--- config.mk ---
export PLATFORM = sky130hd
export DESIGN_NAME = button_debouncer
export DESIGN_NICKNAME = d
export VERILOG_FILES = /design/src/rtl/button_debouncer.sv
export SDC_FILE = /design/constraint.sdc
export NUM_CORES = 1
export LEC_CHECK = 0
export CORE_MARGIN = 2
export CORE_UTILIZATION = 55
export CTS_CLUSTER_SIZE = 10
export DETAILED_ROUTE_END_ITERATION = 8
export PLACE_DENSITY_LB_ADDON = 0.08
export SETUP_SLACK_MARGIN = 0.3
export SYNTH_ARGS = -nofsm -noshare
export SYNTH_HDL_FRONTEND = slang
export SYNTH_SLANG_ARGS = --single-unit
--- constraint.sdc ---
create_clock -name CLK -period 2.5 [get_ports CLK]
set_input_delay 0.625 -clock CLK [delete_from_list [all_inputs] [get_ports CLK]]
set_output_delay 0.625 -clock CLK [all_outputs]
set_load 0.05 [all_outputs]
--- src/rtl/button_debouncer.sv ---
// Per-button synchroniser and stability counter for raw pushbutton pins.
// Outputs the debounced level in pin polarity, a pressed view, and one-cycle press/release strobes.
module button_debouncer #(
    parameter int N_BTN           = 4,
    parameter int SYNC_STAGES     = 2,
    parameter int DEBOUNCE_CYCLES = 250000,
    parameter int CNT_WID         = $clog2(DEBOUNCE_CYCLES + 1),
    parameter int ACTIVE_LOW      = 1
) (
    input  logic             CLK,
    input  logic             rst,
    input  logic [N_BTN-1:0] btn_raw,
    output logic [N_BTN-1:0] btn_db,
    output logic [N_BTN-1:0] btn_pressed,
    output logic [N_BTN-1:0] press_pulse,
    output logic [N_BTN-1:0] release_pulse
);

    localparam logic               IDLE    = (ACTIVE_LOW != 0);
    localparam logic [CNT_WID-1:0] CNT_MAX = CNT_WID'(DEBOUNCE_CYCLES - 1);

    logic [N_BTN-1:0]   sync_q [SYNC_STAGES];
    logic [N_BTN-1:0]   sync_d [SYNC_STAGES];
    logic [CNT_WID-1:0] cnt_q  [N_BTN];
    logic [CNT_WID-1:0] cnt_d  [N_BTN];
    logic [N_BTN-1:0]   db_q, db_d;
    logic [N_BTN-1:0]   press_q, press_d;
    logic [N_BTN-1:0]   release_q, release_d;
    logic [N_BTN-1:0]   sample;

    always_comb begin
        sync_d[0] = btn_raw;
        for (int s = 1; s < SYNC_STAGES; s++) begin
            sync_d[s] = sync_q[s-1];
        end
        sample = sync_q[SYNC_STAGES-1];

        db_d      = db_q;
        press_d   = '0;
        release_d = '0;
        for (int i = 0; i < N_BTN; i++) begin
            cnt_d[i] = '0;
            // A sample matching the current level discards any partial count.
            if (sample[i] != db_q[i]) begin
                if (cnt_q[i] == CNT_MAX) begin
                    db_d[i]      = sample[i];
                    press_d[i]   = (sample[i] != IDLE);
                    release_d[i] = (sample[i] == IDLE);
                end else begin
                    cnt_d[i] = cnt_q[i] + CNT_WID'(1);
                end
            end
        end
    end

    always_ff @(posedge CLK) begin
        if (rst) begin
            for (int s = 0; s < SYNC_STAGES; s++) begin
                sync_q[s] <= {N_BTN{IDLE}};
            end
            for (int i = 0; i < N_BTN; i++) begin
                cnt_q[i] <= '0;
            end
            db_q      <= {N_BTN{IDLE}};
            press_q   <= '0;
            release_q <= '0;
        end else begin
            for (int s = 0; s < SYNC_STAGES; s++) begin
                sync_q[s] <= sync_d[s];
            end
            for (int i = 0; i < N_BTN; i++) begin
                cnt_q[i] <= cnt_d[i];
            end
            db_q      <= db_d;
            press_q   <= press_d;
            release_q <= release_d;
        end
    end

    assign btn_db        = db_q;
    assign btn_pressed   = db_q ^ {N_BTN{IDLE}};
    assign press_pulse   = press_q;
    assign release_pulse = release_q;

endmodule

Yosys cells after proc, flatten, opt, wreduce, memory -nomap -nowiden
Memory sizes are Yosys's and may differ from the RTL's. Index checks and enable logic that the tools add are counted.

Memories kept: 2. Register bits after elaboration: 12. Output and inout port bits: 16. Word-level logic and storage cells: 70. Input bits: 6. Bits in writable memories: 80.

Memory list: cnt_q (words 4, width 18, read ports 4, clocked after Yosys merged registers in 0, wr ports 4, RTL line 24) `logic [CNT_WID-1:0] cnt_q [N_BTN];`; sync_q (words 2, width 4, read ports 2, clocked after Yosys merged registers in 0, wr ports 2, RTL line 22) `logic [N_BTN-1:0] sync_q [SYNC_STAGES];`.

Reductions and logical operators: 8. Add/sub/neg operators: 4. Bitwise operators: 19. Eq/ne operators: 8. Mux-type cells: 17.

Operator list (number): 18-bit two-way mux (12); 18-bit by 1-bit adder with 18-bit output, second input constant (4); 18-bit equality test, second input constant (4); 1-bit inverter (12); 3-bit OR reduction (4); 4-bit two-way mux (2); 2-bit AND reduction (4); 1-bit OR (6); 1-bit inequality test (4); 4-bit inverter (1); 1-bit two-way mux (3).

Depth between registers and ports, before layout
Word-level depth: 4. Depth in mapped cells: 6. Depth with buffers taken out: 5.

Least setup slack after synthesis
No wires, ideal clock.

Path kind: register to register. Start: memory cnt_q[3][4] (netlist name). End: memory cnt_q[3][16] (netlist name). Data arrival time: 1.941 ns. Path buffers: 1. Setup time: 0.115 ns. Path slack: 0.444 ns. Period minus slack after synthesis: 2.056 ns. Required time: 2.385 ns. Cell stages (with the launch flop): 6. Cells stage by stage: dfxtp_1 -> or4_1 -> or3_1 -> o41ai_4 -> buf_4 -> nor2_1.

RTL lines (RTL line): start, declared (24).

==> flow_metrics.py <==
metrics = {
    "critical_path": {
        "worst_setup_path_end_kind": "register",
        "setup.worst_path.start_class": "register",
        "arrival_ns": 2.37,
        "crit_fanout": 6,
        "crit_start": "cnt_q[0][9]",
        "critPathRequiredTime_ns": 2.75,
        "reg2reg_from": "cnt_q[0][9]",
        "path_class": "reg -> reg",
    },
    "detailed_routing": {
        "vias": 3021,
        "drc": 0,
        "postRouteAntennaNets": 0,
        "finalWirelength_um": 7050,
        "dr.first_iter.drc_count": 72,
        "vias_per_cell": 5.30,
        "dr.pass1.iters": 5,
        "avgRoutedWirePerCell_um": 12.4,
    },
    "pwr": {
        "p_comb_share_pct": 1.6,
        "seq_power_share_pct": 56.8,
        "total_power_mw": 2.60,
        "p_switching_uw": 518,
        "p_sw_share_pct": 19.9,
        "p_leak_nw": 1.42,
        "clockPowerShare_pct": 41.6,
        "cellPowerDensity_nw_per_um2": 583,
        "p_int_mw": 2.08,
        "irDropWorstVdd_mv": 0.313,
    },
    "global_route": {
        "groute.layer.met2.usage_pct": 31.2,
        "met1_usage_pct": 24.3,
        "grt_pass1_wl_um": 11800,
        "track_usage_pct": 19.3,
        "grt_busiest_layer": "met2",
        "gr-total-overflow": 0,
        "grt_max_degree": 18,
        "grt_pass1_vias": 2724,
        "antenna_found_initial": 0,
        "grtUsageMet3_pct": 4.43,
    },
    "timing": {
        "hold_ws_ns": 0.415,
        "final_max_slew_viol_count": 0,
        "setup_viol_count_final": 0,
        "max_slew.worst_pin.slew_ns": 0.620,
        "hold_viol_final": 0,
        "rsz0062_at_grt": "false",
        "setup-tns-final_ns": 0,
        "fin_skew_ns": 0.00700,
        "min_period_ns": 2.12,
        "max_freq_mhz": 471,
        "worst_slack_ns": 0.375,
        "relSlewSlack_pct": 58.3,
        "fin_crit_sh_pct": 85.0,
    },
    "hold_path": {
        "min_path_type": "reg -> reg",
        "min_from": "sync_q[0][2]",
    },
    "finish": {
        "final_common_cell": "dfxtp_1",
        "fill_cells": 598,
        "final_layout_size_suffix_gt1_share_pct": 8.86,
        "antennaDiodeCount": 0,
        "fin_cells": 570,
        "nets": 479,
        "mostFrequentLayoutCells": "dfxtp_1, nor2_1, xnor2_1, nor4_1, nand3_1",
        "area_delta_synth_final_pct": 15.3,
    },
    "place": {
        "dpl.hpwl_um": 4930,
        "post-place-ws_ns": 0.252,
        "portBuffers": 21,
        "gp_congestion": 0.842,
        "place_inst": 554,
    },
    "synth": {
        "synth_cell_types": 32,
        "synth-seq-cells": 92,
        "ys_seq_area_share_pct": 47.6,
        "synth-compound-area-share_pct": 2.94,
        "yosysWarnings": 0,
        "synth_nets": 445,
        "synthMuxAreaShare_pct": 0.776,
        "synthArstFlopShare_pct": 0,
        "syn-cell-area_um2": 3870,
        "synth_edf_count": 0,
        "synth_top_family_by_area": "simple AND/OR/NAND/NOR gates",
        "synth_fa_ha_area_share_pct": 1.29,
        "syn_inst": 435,
        "synthXorXnorAreaFrac_pct": 14.0,
        "ys.flop_type": "dfxtp_1",
        "yosys.area_share.simple_pct": 30.6,
        "avgSynthCellArea_um2": 8.89,
    },
    "clocking": {
        "cts_tree": "built",
        "cts-root-buf": "clkbuf_8",
        "cts_htree_levels": 3,
        "cts_made_buffers": 9,
        "cts.sinks": 92,
        "clock_latency_ns": 0.36,
        "path_clk_slew_ns": 0.08,
        "clockBufferDepth": 2,
        "cts_hold_buf": 0,
    },
    "run": {
        "cap_viol_max_count": 0,
    },
    "floorplan": {
        "placementRows": 30,
        "dieArea_um2": 7720,
        "die_h_um": 87.9,
        "chipWidth_um": 87.9,
        "io-pin-count": 22,
        "start_util_pct": 56.9,
        "core_area_um2": 6790,
    },
    "run_status": {
        "status": "complete, no violations",
    },
}
-- sequential cells by signal, indices dropped and copies added, names as in the netlist --
| name | flops |
|---|---|
| cnt_q | 72 |
| sync_q | 8 |
| press_pulse | 4 |
| btn_db | 4 |
| release_pulse | 4 |
-- repair_timing --
item                       CTS  global route
setup buffers                0             0
pin swaps                    0             0
resized for setup            6             3
setup endpoints to repair    6            17
-- final timing paths --
kind / slack [ns] / cells after the start / to
worst min register to register: 0.42 / 1 / sync_q[0][6]
worst max register to register: 0.38 / 4 / btn_db[0]
worst max-delay path: 0.38 / 4 / btn_db[0]
worst min-delay path: 0.42 / 1 / sync_q[0][6]
-- final cells by class --
class	instances	area, um2	area share (%)
clock buffers	12	145	3.25
clock inverters	4	72.6	1.63
inverters	18	67.6	1.51
multi-input cells	316	1920	43.1
flip-flops and latches	92	1840	41.3
well taps	96	120	2.69
repair buffers	32	290	6.51
-- critical path, cell delays in order, from the launching register on --
cell	delay [ns]
dfxtp_1	0.37
or4b_1	0.53
or4_4	0.53
or4_4	0.45
mux2i_1	0.14
-- metrics by stage --
| step | util, % | cell area (um2) |
|---|---|---|
| 6_report | 65.7 | 4460 |
| 5_1_grt | 65.7 | 4460 |
| 4_1_cts | 65.5 | 4450 |
| 3_5_place_dp | 62.4 | 4240 |
| 3_3_place_gp | 62.4 | 4240 |
| 2_1_floorplan | - | 3870 |
-- routing by layer --
metal	wire [um]	up-vias
met1	3400	1376
li1	-	1581
met4	135	0
met5	0	-
met2	3290	51
met3	231	13
-- synth_stat cells (3+ instances only) --
cell type / instances / share of area (%)
nor4_1: 26 / 4.2
nand2_1: 18 / 1.7
nand4_1: 19 / 3.1
or3_1: 6 / 0.97
nor3_1: 19 / 2.5
a21oi_1: 5 / 0.65
ha_1: 4 / 1.3
or4_1: 5 / 0.97
mux2i_1: 3 / 0.78
dfxtp_1: 92 / 48
nand3_1: 24 / 3.1
or2_2: 11 / 1.8
clkbuf_1: 7 / 0.68
xor2_1: 12 / 2.7
nor2_1: 85 / 8.2
or4_4: 3 / 0.87
and3_1: 7 / 1.1
nor4b_1: 4 / 0.91
inv_1: 18 / 1.7
xnor2_1: 50 / 11
-- power by group through the flow --
stage	Sequential, mW	Combinational, mW	Clock [mW]
CTS	1.48	0.0409	1.11
global placement	1.51	0.0402	0
floorplan	1.51	0.0235	0
finish	1.48	0.0407	1.08
global route	1.48	0.0451	1.16
detailed placement	1.51	0.0409	0
-- cell families after synthesis --
kind of cell    Yosys count
simple gates            232
flops                    92
xor+xnor                 62
buf+inv                  27
compound gates           15
fa+ha+maj                 4
mux                       3
No activity file was read; power rests on OpenSTA's default activity.
